[config.mk]
export PLATFORM = sky130hd
export DESIGN_NAME = ram_port_arbiter_flat
export DESIGN_NICKNAME = d
export VERILOG_FILES = /design/src/rtl/ram_port_arbiter_if.sv /design/src/rtl/ram_port_arbiter.sv /design/src/flat_wrapper.sv
export SDC_FILE = /design/constraint.sdc
export NUM_CORES = 1
export LEC_CHECK = 0
export ABC_AREA = 1
export BUFFER_PORTS_ARGS = -buffer_cell sky130_fd_sc_hd__clkbuf_2
export CORE_ASPECT_RATIO = 1.1
export CORE_MARGIN = 2
export CORE_UTILIZATION = 42
export CTS_BUF_LIST = sky130_fd_sc_hd__clkbuf_4 sky130_fd_sc_hd__clkbuf_8 sky130_fd_sc_hd__clkbuf_16
export DETAILED_ROUTE_END_ITERATION = 12
export PLACE_DENSITY = 0.76
export SLEW_MARGIN = 5
export SYNTH_ARGS = -nofsm -noshare
export SYNTH_HDL_FRONTEND = slang
export SYNTH_SLANG_ARGS = --single-unit
[constraint.sdc]
create_clock -name clk -period 1.5 [get_ports clk]
set_input_delay 0.225 -clock clk [delete_from_list [all_inputs] [get_ports clk]]
set_output_delay 0.225 -clock clk [all_outputs]
set_load 0.02 [all_outputs]
[src/rtl/ram_port_arbiter_if.sv]
//-----------------------------------------------------------------------------
// ram_port_arbiter_if
// Bundles the two requester ports and the RAM command/read bus shared through
// ram_port_arbiter.
//
// Signals
//   req0/req1       access request, held by the requester until granted
//   we0/we1         1 = store, 0 = load
//   addr0/addr1     byte address
//   mode0/mode1     00 byte, 01 half-word, 10 word, 11 illegal
//   wdata0/wdata1   right-aligned store data
//   gnt0/gnt1       same-cycle grant
//   rdata0/rdata1   load result, held until the next load response of the port
//   rvalid0/rvalid1 one-cycle load-response pulse
//   ram_addr/ram_mode/ram_we/ram_wdata  registered RAM command
//   ram_rdata       combinational RAM read data
//
// Modports
//   slave  : arbiter view
//   master : requesters plus RAM view
//-----------------------------------------------------------------------------
interface ram_port_arbiter_if #(
    parameter int ADDR_W = 12,
    parameter int DATA_W = 32
) ();
    logic              req0;
    logic              req1;
    logic              we0;
    logic              we1;
    logic [ADDR_W-1:0] addr0;
    logic [ADDR_W-1:0] addr1;
    logic [1:0]        mode0;
    logic [1:0]        mode1;
    logic [DATA_W-1:0] wdata0;
    logic [DATA_W-1:0] wdata1;
    logic              gnt0;
    logic              gnt1;
    logic [DATA_W-1:0] rdata0;
    logic [DATA_W-1:0] rdata1;
    logic              rvalid0;
    logic              rvalid1;
    logic [ADDR_W-1:0] ram_addr;
    logic [1:0]        ram_mode;
    logic              ram_we;
    logic [DATA_W-1:0] ram_wdata;
    logic [DATA_W-1:0] ram_rdata;

    modport slave (
        input  req0, req1, we0, we1, addr0, addr1, mode0, mode1,
               wdata0, wdata1, ram_rdata,
        output gnt0, gnt1, rdata0, rdata1, rvalid0, rvalid1,
               ram_addr, ram_mode, ram_we, ram_wdata
    );

    modport master (
        output req0, req1, we0, we1, addr0, addr1, mode0, mode1,
               wdata0, wdata1, ram_rdata,
        input  gnt0, gnt1, rdata0, rdata1, rvalid0, rvalid1,
               ram_addr, ram_mode, ram_we, ram_wdata
    );
endinterface

[src/rtl/ram_port_arbiter.sv]
//-----------------------------------------------------------------------------
// ram_port_arbiter
// Shares one single-port data RAM between port 0 (CPU load/store unit) and
// port 1 (debug/display scanner). One request is granted per cycle; the winner
// is registered onto the RAM command bus and load data is captured into a
// per-port response register two cycles after the grant.
//
// Ports
//   clk  system clock
//   clr  synchronous active-high reset
//   bus  ram_port_arbiter_if.slave (requester ports and RAM bus)
//
// Arbitration
//   Default build: port 0 has priority, but after MAX_BURST consecutive port-0
//   grants with port 1 waiting, port 1 wins once.
//   With macro RAM_ARB_ROUND_ROBIN_EN defined: contention goes to the port that
//   did not win last; the burst counter is held at zero.
//-----------------------------------------------------------------------------
module ram_port_arbiter #(
    parameter int MAX_BURST = 4,
    parameter int ADDR_W    = 12,
    parameter int DATA_W    = 32
) (
    input  logic              clk,
    input  logic              clr,
    ram_port_arbiter_if.slave bus
);

    localparam logic [3:0] LP_MAX_BURST    = 4'(MAX_BURST);
    localparam logic [1:0] LP_MODE_ILLEGAL = 2'b11;

    // Mode 11 is accepted but must neither write nor return RAM data.
    function automatic logic f_mode_legal(input logic [1:0] mode);
        return (mode != LP_MODE_ILLEGAL);
    endfunction

    logic              w_gnt0;
    logic              w_gnt1;
    logic              w_pick1;

    logic [3:0]        r_burst_cnt;
`ifdef RAM_ARB_ROUND_ROBIN_EN
    logic              r_last_winner;
`endif
    logic [ADDR_W-1:0] r_ram_addr;
    logic [1:0]        r_ram_mode;
    logic              r_ram_we;
    logic [DATA_W-1:0] r_ram_wdata;
    // Issue tag: a load is in flight, which port issued it, and whether its
    // data must be forced to zero (illegal mode).
    logic              r_tag_vld;
    logic              r_tag_port;
    logic              r_tag_zero;
    logic [DATA_W-1:0] r_rdata0;
    logic [DATA_W-1:0] r_rdata1;
    logic              r_rvalid0;
    logic              r_rvalid1;

    // Contention winner: port 1 when the fairness rule says so
`ifdef RAM_ARB_ROUND_ROBIN_EN
    assign w_pick1 = (r_last_winner == 1'b0);
`else
    assign w_pick1 = (r_burst_cnt == LP_MAX_BURST);
`endif

    // Grant decode; nothing is granted while clr is high
    always_comb begin
        w_gnt0 = 1'b0;
        w_gnt1 = 1'b0;
        if (clr) begin
            w_gnt0 = 1'b0;
            w_gnt1 = 1'b0;
        end else if (bus.req0 && bus.req1) begin
            w_gnt0 = !w_pick1;
            w_gnt1 = w_pick1;
        end else begin
            w_gnt0 = bus.req0;
            w_gnt1 = bus.req1;
        end
    end

    // Fairness state: burst counter or last winner
    always_ff @(posedge clk) begin
        if (clr) begin
            r_burst_cnt   <= 4'd0;
`ifdef RAM_ARB_ROUND_ROBIN_EN
            r_last_winner <= 1'b1;
`endif
        end else begin
`ifdef RAM_ARB_ROUND_ROBIN_EN
            r_burst_cnt <= 4'd0;
            if (w_gnt0) begin
                r_last_winner <= 1'b0;
            end else if (w_gnt1) begin
                r_last_winner <= 1'b1;
            end else begin
                r_last_winner <= r_last_winner;
            end
`else
            // Counts port-0 wins only while port 1 is actually waiting.
            if (!bus.req1 || w_gnt1) begin
                r_burst_cnt <= 4'd0;
            end else if (w_gnt0 && (r_burst_cnt < LP_MAX_BURST)) begin
                r_burst_cnt <= r_burst_cnt + 4'd1;
            end else begin
                r_burst_cnt <= r_burst_cnt;
            end
`endif
        end
    end

    // Issue: register the granted request onto the RAM command bus
    always_ff @(posedge clk) begin
        if (clr) begin
            r_ram_addr  <= {ADDR_W{1'b0}};
            r_ram_mode  <= 2'b00;
            r_ram_we    <= 1'b0;
            r_ram_wdata <= {DATA_W{1'b0}};
            r_tag_vld   <= 1'b0;
            r_tag_port  <= 1'b0;
            r_tag_zero  <= 1'b0;
        end else if (w_gnt0) begin
            r_ram_addr  <= bus.addr0;
            r_ram_mode  <= bus.mode0;
            r_ram_wdata <= bus.wdata0;
            r_ram_we    <= bus.we0 && f_mode_legal(bus.mode0);
            r_tag_vld   <= !bus.we0;
            r_tag_port  <= 1'b0;
            r_tag_zero  <= !f_mode_legal(bus.mode0);
        end else if (w_gnt1) begin
            r_ram_addr  <= bus.addr1;
            r_ram_mode  <= bus.mode1;
            r_ram_wdata <= bus.wdata1;
            r_ram_we    <= bus.we1 && f_mode_legal(bus.mode1);
            r_tag_vld   <= !bus.we1;
            r_tag_port  <= 1'b1;
            r_tag_zero  <= !f_mode_legal(bus.mode1);
        end else begin
            // Idle: address/mode/data hold, nothing is written or tagged.
            r_ram_addr  <= r_ram_addr;
            r_ram_mode  <= r_ram_mode;
            r_ram_wdata <= r_ram_wdata;
            r_ram_we    <= 1'b0;
            r_tag_vld   <= 1'b0;
            r_tag_port  <= r_tag_port;
            r_tag_zero  <= r_tag_zero;
        end
    end

    // Load return: capture RAM read data for the tagged port and pulse rvalid
    always_ff @(posedge clk) begin
        if (clr) begin
            r_rdata0  <= {DATA_W{1'b0}};
            r_rdata1  <= {DATA_W{1'b0}};
            r_rvalid0 <= 1'b0;
            r_rvalid1 <= 1'b0;
        end else begin
            r_rvalid0 <= r_tag_vld && !r_tag_port;
            r_rvalid1 <= r_tag_vld && r_tag_port;
            if (r_tag_vld && !r_tag_port) begin
                r_rdata0 <= r_tag_zero ? {DATA_W{1'b0}} : bus.ram_rdata;
            end else begin
                r_rdata0 <= r_rdata0;
            end
            if (r_tag_vld && r_tag_port) begin
                r_rdata1 <= r_tag_zero ? {DATA_W{1'b0}} : bus.ram_rdata;
            end else begin
                r_rdata1 <= r_rdata1;
            end
        end
    end

    assign bus.gnt0      = w_gnt0;
    assign bus.gnt1      = w_gnt1;
    assign bus.ram_addr  = r_ram_addr;
    assign bus.ram_mode  = r_ram_mode;
    assign bus.ram_we    = r_ram_we;
    assign bus.ram_wdata = r_ram_wdata;
    assign bus.rdata0    = r_rdata0;
    assign bus.rdata1    = r_rdata1;
    assign bus.rvalid0   = r_rvalid0;
    assign bus.rvalid1   = r_rvalid1;

endmodule

[src/flat_wrapper.sv]
// flat-port wrapper written by rule: the top's interface ports become plain ports
module ram_port_arbiter_flat 
#(
    parameter int MAX_BURST = 4,
    parameter int ADDR_W    = 12,
    parameter int DATA_W    = 32
)
  (clk, clr, bus_req0, bus_req1, bus_we0, bus_we1, bus_addr0, bus_addr1, bus_mode0, bus_mode1, bus_wdata0, bus_wdata1, bus_ram_rdata, bus_gnt0, bus_gnt1, bus_rdata0, bus_rdata1, bus_rvalid0, bus_rvalid1, bus_ram_addr, bus_ram_mode, bus_ram_we, bus_ram_wdata);
  ram_port_arbiter_if #(.ADDR_W(ADDR_W), .DATA_W(DATA_W)) bus_i ();
  input  logic clk;
  input  logic clr;
  input wire logic [$bits(bus_i.req0)-1:0] bus_req0;
  input wire logic [$bits(bus_i.req1)-1:0] bus_req1;
  input wire logic [$bits(bus_i.we0)-1:0] bus_we0;
  input wire logic [$bits(bus_i.we1)-1:0] bus_we1;
  input wire logic [$bits(bus_i.addr0)-1:0] bus_addr0;
  input wire logic [$bits(bus_i.addr1)-1:0] bus_addr1;
  input wire logic [$bits(bus_i.mode0)-1:0] bus_mode0;
  input wire logic [$bits(bus_i.mode1)-1:0] bus_mode1;
  input wire logic [$bits(bus_i.wdata0)-1:0] bus_wdata0;
  input wire logic [$bits(bus_i.wdata1)-1:0] bus_wdata1;
  input wire logic [$bits(bus_i.ram_rdata)-1:0] bus_ram_rdata;
  output wire logic [$bits(bus_i.gnt0)-1:0] bus_gnt0;
  output wire logic [$bits(bus_i.gnt1)-1:0] bus_gnt1;
  output wire logic [$bits(bus_i.rdata0)-1:0] bus_rdata0;
  output wire logic [$bits(bus_i.rdata1)-1:0] bus_rdata1;
  output wire logic [$bits(bus_i.rvalid0)-1:0] bus_rvalid0;
  output wire logic [$bits(bus_i.rvalid1)-1:0] bus_rvalid1;
  output wire logic [$bits(bus_i.ram_addr)-1:0] bus_ram_addr;
  output wire logic [$bits(bus_i.ram_mode)-1:0] bus_ram_mode;
  output wire logic [$bits(bus_i.ram_we)-1:0] bus_ram_we;
  output wire logic [$bits(bus_i.ram_wdata)-1:0] bus_ram_wdata;
  assign bus_i.req0 = bus_req0;
  assign bus_i.req1 = bus_req1;
  assign bus_i.we0 = bus_we0;
  assign bus_i.we1 = bus_we1;
  assign bus_i.addr0 = bus_addr0;
  assign bus_i.addr1 = bus_addr1;
  assign bus_i.mode0 = bus_mode0;
  assign bus_i.mode1 = bus_mode1;
  assign bus_i.wdata0 = bus_wdata0;
  assign bus_i.wdata1 = bus_wdata1;
  assign bus_i.ram_rdata = bus_ram_rdata;
  assign bus_gnt0 = bus_i.gnt0;
  assign bus_gnt1 = bus_i.gnt1;
  assign bus_rdata0 = bus_i.rdata0;
  assign bus_rdata1 = bus_i.rdata1;
  assign bus_rvalid0 = bus_i.rvalid0;
  assign bus_rvalid1 = bus_i.rvalid1;
  assign bus_ram_addr = bus_i.ram_addr;
  assign bus_ram_mode = bus_i.ram_mode;
  assign bus_ram_we = bus_i.ram_we;
  assign bus_ram_wdata = bus_i.ram_wdata;
  ram_port_arbiter #(.MAX_BURST(MAX_BURST), .ADDR_W(ADDR_W), .DATA_W(DATA_W)) u_core (.clk(clk), .clr(clr), .bus(bus_i));
endmodule
# Yosys cells after proc, flatten, opt, wreduce, memory -nomap -nowiden
# Index checks and enable logic that the tools add are counted.
[classes]
n_eq_ne = 3
multipliers = 0
shift = 0
mux = 17
bitwise_logic = 0
div_mod_pow = 0
reduce_logical = 17
order_cmp = 1
add_sub_neg = 1
[ops]
columns = ["cell", "n"]
rows = [
  ["$mux W32", 3],
  ["$mux W12", 2],
  ["$mux W1", 10],
  ["$logic_not A1 Y1", 7],
  ["$logic_and A1 B1 Y1", 6],
  ["$add A4 B1 Y4 const B", 1],
  ["$eq A4 B3 Y1 const B", 1],
  ["$lt A4 B3 Y1 const B", 1],
  ["$mux W2", 2],
  ["$ne A2 B2 Y1 const B", 2],
  ["$reduce_or A2 Y1", 2],
  ["$reduce_bool A2 Y1", 1],
  ["$logic_or A1 B1 Y1", 1],
]
[word_totals]
word_cells = 51
in_bits = 130
rom_bits = 0
register_bits = 120
mem_count = 0
out_inout_bits = 115
ram_bits = 0
latchBits = 0

# Longest topological paths before layout
# Gate-level depths: netlist (run 1).
[logic_depth]
depth_word = 5
ltp_mapped = 12
mapped_depth_nobuf = 10

# Worst setup path before layout (run 1)
# No wires, ideal clock.
[synth_timing]
path_kind = "reg-to-reg"
from = "register u_core.r_burst_cnt[0]"
to = "register u_core.r_burst_cnt[1]"
path_buffers = 1
slack_ns = 0.074
path_stages_with_launch = 11
setup_ns = 0.080
required_time_ns = 1.420
synth_period_minus_slack_ns = 1.426
arrival_ns = 1.347
cell_sequence = "dfxtp_1 > inv_1 > ha_1 > nand2_1 > inv_1 > nand2_1 > nand3_1 > buf_6 > inv_2 > nand2_1 > nor3b_1"
[synth_between]
elab_chain_cells = 5
elab_cells_between_ends = 11
classes_between = "add/sub: 1; order compare: 1; eq/ne: 1; mux: 4; reduce/logical: 4"
[synth_rtl]
columns = ["element", "line_no", "rtl"]
rows = [
  ["start, declared", "ram_port_arbiter.sv:41", "logic [3:0] r_burst_cnt;"],
  ["start signal, assigned", "ram_port_arbiter.sv:104", "r_burst_cnt <= r_burst_cnt + 4'd1;"],
  ["start signal, assigned", "ram_port_arbiter.sv:106", "r_burst_cnt <= r_burst_cnt;"],
  ["$eq A4 B3 Y1", "ram_port_arbiter.sv:63", "assign w_pick1 = (r_burst_cnt == LP_MAX_BURST);"],
  ["$logic_not A1 Y1", "ram_port_arbiter.sv:74", "w_gnt0 = !w_pick1;"],
  ["$mux W1", "ram_port_arbiter.sv:73", "end else if (bus.req0 && bus.req1) begin"],
  ["$mux W1", "ram_port_arbiter.sv:70", "if (clr) begin"],
  ["named net bus_gnt0", "flat_wrapper.sv:23", "output wire logic [$bits(bus_i.gnt0)-1:0] bus_gnt0;"],
  ["$logic_and A1 B1 Y1", "ram_port_arbiter.sv:103", "end else if (w_gnt0 && (r_burst_cnt < LP_MAX_BURST)) begin"],
]
# The timed path passes the listed nets, and every way through them passes these cells.
# A chain may end at the register's enable or synchronous reset.

# Worst setup path after layout (run 1)
[layout_timing]
from = "register u_core.r_burst_cnt[1]"
to = "output bus_gnt0"
[layout_between]
elab_chain_cells = 4
[layout_rtl]
columns = ["element", "line_no"]
rows = [
  ["$eq A4 B3 Y1", "ram_port_arbiter.sv:63"],
  ["$logic_not A1 Y1", "ram_port_arbiter.sv:74"],
  ["$mux W1", "ram_port_arbiter.sv:73"],
  ["$mux W1", "ram_port_arbiter.sv:70"],
  ["end, declared", "flat_wrapper.sv:23"],
]
# No other way between the ends.

==> results of run 1 <==
worst min-delay path by stage:
stage | start | to
2_1_floorplan | bus_we1 | u_core.r_tag_vld
3_3_place_gp | u_core.bus.rdata1[2] | u_core.bus.rdata1[2]
3_5_place_dp | u_core.bus.rdata1[2] | u_core.bus.rdata1[2]
4_1_cts | bus_we0 | u_core.r_tag_vld
5_1_grt | bus_we0 | u_core.r_tag_vld
6_report | bus_we0 | u_core.r_tag_vld
repair_timing:
action,4_1_cts,5_1_grt
buffers inserted,4,2
endpoints found under the setup margin,2,44
pin swaps,3,1
gates cloned,0,1
resized for setup,11,10
worst reg2reg max path, cell delays in order, from the launching register on:
cell,delay [ns]
dfxtp_2,0.33
inv_2,0.05
ha_4,0.15
nand2_1,0.05
inv_1,0.04
nand2_2,0.07
nand3_2,0.07
buf_4,0.17
clkbuf_16,0.18
nand2_1,0.07
nand3_1,0.08
nand2_1,0.07
inv_1,0.03
per-layer routing:
layer  wire [um]  share of wire (%)  vias up  GRT usage [%]
li1            -                  -     2818              -
met1        6570                 43     2552           28.1
met2        7430                 48      226           36.5
met3        1190                7.8       13           5.59
met4         154                1.0        0           7.34
met5           0                  0        -              0
kinds of logic (layout without fill, tap and decap cells):
kind of cell,Yosys count,in the layout
AOI/OAI and AO/OA,153,153
buffers and inverters,134,384
DFF,120,120
adders and majority gates,2,2
and+or+nand+nor,304,304
state kept, by name, summed over array words and instances, names as in the netlist:
signal	count
u_core.bus.rdata1	32
u_core.bus.ram_wdata	32
u_core.bus.ram_addr	12
u_core.r_burst_cnt	4
u_core.bus.rdata0	32
u_core.r_tag_port	1
u_core.r_tag_vld	1
u_core.bus.rvalid0	1
u_core.bus.ram_we	1
u_core.r_tag_zero	1
u_core.bus.ram_mode	2
u_core.bus.rvalid1	1
per-stage QoR:
stage / setup WS [ns] / instances
after floorplan: 0.0737 / 713
after detailed placement: 0.0288 / 1079
after global routing: -0.189 / 1117
final: -0.111 / 1117
after CTS: -0.155 / 1114
after global placement: 0.0569 / 1079
power breakdown:
group / internal (uW) / switching [uW] / leakage, uW
Sequential: 3380 / 97.3 / 0.000985
Combinational: 534 / 804 / 0.00265
Clock: 2710 / 1400 / 0.000293
layout by cell type (no fill, tap or decap), drive strengths merged:
| master | Yosys | final |
|---|---|---|
| a21oi | 54 | 54 |
| nor3 | 1 | 1 |
| nand3 | 51 | 51 |
| or2 | 2 | 2 |
| dfxtp | 120 | 120 |
| nand2 | 156 | 156 |
| nand4 | 47 | 47 |
| nor3b | 1 | 1 |
| clkinvlp | 0 | 2 |
| inv | 77 | 77 |
| clkbuf | 14 | 265 |
| buf | 43 | 33 |
| ha | 2 | 2 |
| clkinv | 0 | 4 |
| o21a | 44 | 44 |
| o22ai | 1 | 1 |
| nor2 | 46 | 46 |
| o21ai | 54 | 54 |
| bufinv | 0 | 3 |
final cells by class:
class                   instances  area [um2]  share of cell area, %
flip-flops and latches        120        2400                   32.8
multi-input cells             459        2270                   30.9
repair buffers                276        1590                   21.7
clock buffers                  22         469                   6.39
inverters                      77         292                   3.97
well taps                     154         193                   2.63
clock inverters                 9         125                   1.71
==> impl_metrics.toml, run 1 <==
[layout]
fin_util_pct = 60.7
nFillCells = 1103
final_area_um2 = 7340
antenna_cells = 0
syn_to_final_growth_pct = 40.0
drive_gt1_share_pct = 33.6
nNetsFinal = 1083

[worst_setup_path]
arrival_ns = 1.39
path_buf_inv = 4
r2r_slack_ns = 0.03
path_class = "reg -> out"
rr_worst_depth = 12
slowest_delay_ns = 0.33
reg2reg_from = "u_core.r_burst_cnt[1]"
cp_max_fo = 3
cp_top_family = "flip-flops"
path_cells = "inv_2, ha_4, nand2_1, inv_1, nand2_2, nand3_2, inv_2, buf_8"
path_common_cell = "inv_2"
slowest_stage = "dfxtp_2"
cp.depth = 8
worstReg2RegEnd = "u_core.bus.ram_wdata[2]"
crit_required_ns = 1.27
startpoint = "u_core.r_burst_cnt[1]"
endpoint = "bus_gnt0"
start_kind = "flip-flop"
cp-end-kind = "primary output"

[routing]
dr_total_vias = 5609
firstDrtPassIters = 5
finalWirelength_um = 15300
viasPerCell = 5.02
ant_nets = 0
drcViolationCount = 0
post_drt_wl_per_cell_um = 13.7
drt-initial-drc-count = 425

[floorplanning]
start_util_pct = 43.4
core_um2 = 12100
num_rows = 42
die_area_um2 = 13400
die_w_um = 111
ios = 245
die_h_um = 121

[grt]
antenna_found_initial = 0
overflow = 0
grt_max_degree = 76
grt_util_all_layers_pct = 22.0
grt_pass1_wl_um = 24200
grt_pass1_vias = 5135

[clock_tree]
cts_sinks = 120
cts_tree = "done"
root_buffer = "clkbuf_16"
clk-insertion-delay-late_ns = 0.40
cts_buffers = 17
cts_htree_levels = 4
clock_path_buffers = 2
clkTransAtPathRegs_ns = 0.05
cts.hold.buffers_added = 0

[synth]
ys_warn_count = 0
synth_xor_area_share_pct = 0
ys_ff_latch = 120
netlist_area_um2 = 5240
yosysTopAreaCellShare_pct = 45.8
synth_edf_count = 0
yosys.area.top_type = "dfxtp_1"
synth_compound_area_share_pct = 16.8
yosysMostFrequentCell = "nand2_1"
synth_fa_ha_area_share_pct = 0.477
synth.distinct_cells = 22
synthMuxAreaShare_pct = 0
synthArstFlopShare_pct = 0
synth_top_family_by_area = "simple AND/OR/NAND/NOR gates"
ys_top_cells_by_area = "dfxtp_1 (46%), nand2_1 (11%), o21a_1 (6.3%)"
synthSimpleGateAreaFrac_pct = 25.4
yosysSeqAreaShare_pct = 45.8
syn-num-nets = 845
synth_cells = 713
synthFlopType = "dfxtp_1"
synth_commonest_cells = "nand2_1 (156), dfxtp_1 (120), inv_1 (74), a21oi_1 (54), o21ai_0 (53)"
synth.avg_cell_area_um2 = 7.35

[pwr]
p_total_uw = 8910
p_leak_uw = 0.00392
max-vdd-ir-drop_uv = 693
powerDensity_nw_per_um2 = 1210

[outcome]
status = "finished with violations"
violations = "setup timing"

[sta]
slew_viol_final = 0
skew_ns = 0.0107
fmax_mhz = 621
fin_crit_ns = 1.61
setup_viol = 2
period_share_pct = 107
hold_violations = 0
hold_slack_ns = 0.0725
finalSetupTns_ns = -0.218
tightest_slew_ns = 0.392
layout_setup_ws_ns = -0.111
rsz0062_at_grt = "true"
slew_headroom_pct = 73.9

[min_path]
min_path_type = "in -> reg"
worstHoldPathCells = 2

[placed_design]
place_congestion = 0.835
hpwlAfterDp_um = 10500
port_buffers = 244
postPlaceCellArea_um2 = 6610

[flow_run]
drv_cap = 0
Power figures use the tool's default switching activity.
==> inputs of run 2 (changes only) <==
Settings changed: REMOVE_ABC_BUFFERS from default to 1.
==> run 2 against run 1 <==
Register-to-register slack lost 0.02 ns; the run still ends with setup timing left; design area rose by 0.65%; count of clock-buffer cells in the layout down 4; maximum frequency down 1.8%; total power down 0.47%; critical path depth up 1; clock power shrank 1%; highest routed layer unchanged; sequential cell count is the same; wire length decreased by 0.85%; worst hold slack lost 0.035 ns; critical path type unchanged.
==> impl_metrics.toml, run 2 (synthesized netlist as in run 1, its figures left out) <==
[outcome]
status = "finished with violations"
violations = "setup timing"

[grt]
grt_pass1_wl_um = 24500
antenna_found_initial = 0
grt_max_degree = 70
grt_util_all_layers_pct = 22.2
overflow = 0
grt_pass1_vias = 5213

[worst_setup_path]
slowest_delay_ns = 0.32
path_cells = "inv_2, ha_4, nand2_2, inv_2, nand2_2, nand2_2, nand2_2, inv_2, buf_8"
cp-end-kind = "primary output"
path_common_cell = "nand2_2"
path_class = "reg -> out"
cp_max_fo = 2
cp_top_family = "flip-flops"
arrival_ns = 1.42
slowest_stage = "dfxtp_2"
path_buf_inv = 4
start_kind = "flip-flop"
crit_required_ns = 1.27

[layout]
nFillCells = 1121
nNetsFinal = 1082
fin_util_pct = 61.1
antenna_cells = 0
final_cells = 1117
multi_input_area_um2 = 2280
regArea_um2 = 2400
drive_gt1_share_pct = 34.1
final_cell_mix = "clkbuf_2 (242), nand2_1 (150), dfxtp_1 (118)"
final_common_cell = "clkbuf_2"
syn_to_final_growth_pct = 40.9

[placed_design]
dpl.cell_count = 1076
hpwlAfterDp_um = 10100
port_buffers = 244
place_congestion = 0.825
dp_slack_ns = -0.00648

[clock_tree]
clkTransAtPathRegs_ns = 0.06
cts_tree = "done"
cts_htree_levels = 4
clock_path_buffers = 2
cts_buffers = 17
root_buffer = "clkbuf_16"
cts_sinks = 120
clk-insertion-delay-late_ns = 0.41

[sta]
fin_crit_ns = 1.64
rsz0062_at_grt = "true"
slew_viol_final = 0
setup_viol = 2
period_share_pct = 109
skew_ns = 0.00767
slew_headroom_pct = 54.6
finalSetupTns_ns = -0.273
fmax_mhz = 610
layout_setup_ws_ns = -0.141
tightest_slew_ns = 0.681
hold_violations = 0

[pwr]
powerDensity_nw_per_um2 = 1200
max-vdd-ir-drop_uv = 843
p_leak_uw = 0.00393

[floorplanning]
die_h_um = 121
die_w_um = 111
ios = 245
core_um2 = 12100
die_area_um2 = 13400
start_util_pct = 43.4
num_rows = 42

[routing]
wl_met3_um = 1330
firstDrtPassIters = 5
drcViolationCount = 0
dr_total_vias = 5621
drt-initial-drc-count = 383
dr_wl_met2_um = 7150
wl_met1_um = 6370
top_layer = "met4"
finalWirelength_um = 15200
ant_nets = 0
post_drt_wl_per_cell_um = 13.6
viasPerCell = 5.03

[flow_run]
drv_cap = 0

[min_path]
min_path_type = "in -> reg"
[run 2: worst reg2reg max path, cell delays in order, from the launching register on]
cell	delay, ns
dfxtp_2	0.33
inv_2	0.05
ha_4	0.16
nand2_1	0.06
inv_1	0.04
nand2_2	0.07
nand3_2	0.08
buf_6	0.17
clkbuf_16	0.19
nand2_1	0.07
nand3_1	0.06
nand2_1	0.07
inv_1	0.03
[run 2: cell type report]
type                            instances  share of cell area (%)
Inverter                               77                    3.95
Clock inverter                         14                    2.02
Sequential cell                       120                    32.6
Timing Repair Buffer                  275                    22.0
Tap cell                              154                    2.61
Clock buffer                           18                    5.95
Multi-Input combinational cell        459                    30.9
[run 2: report_power, final]
part           total [uW]  internal, uW  leakage [uW]  switching [uW]
logic                1360           546       0.00267             810
clock network        4050          2500      0.000279            1560
registers            3460          3370      0.000985            90.1
[run 2: worst paths after layout]
path | slack [ns] | from | cells after the start | to
hold reg to reg | 0.46 | u_core.bus.rdata1[3] | 2 | u_core.bus.rdata1[3]
setup reg to reg | 0.01 | u_core.r_burst_cnt[0] | 12 | u_core.bus.ram_wdata[26]
hold / removal | 0.04 | bus_we1 | 2 | u_core.r_tag_vld
setup / recovery | -0.14 | u_core.r_burst_cnt[0] | 9 | bus_gnt1
[run 2: metrics by stage]
step	hold WS (ns)	cell area (um2)	power [uW]
6_report	0.0376	7390	8870
5_1_grt	0.0438	7390	9240
4_1_cts	0.0287	7240	8880
3_5_place_dp	0.454	6590	4830
3_3_place_gp	0.437	6590	4810
2_1_floorplan	0.294	4930	4250
[run 2: repair_timing]
action | in CTS | in global routing
buffers inserted | 3 | 2
gates resized for setup | 13 | 15
pin swaps | 2 | 4
endpoints found under the setup margin | 9 | 47
hold buffers | 0 | 0
gates cloned | 0 | 4
[run 2: layer usage]
layer | global-route usage [%] | vias to the layer above
li1 | - | 2821
met1 | 27.5 | 2497
met2 | 36.2 | 268
met3 | 7.44 | 35
met4 | 7.73 | 0
met5 | 0 | -
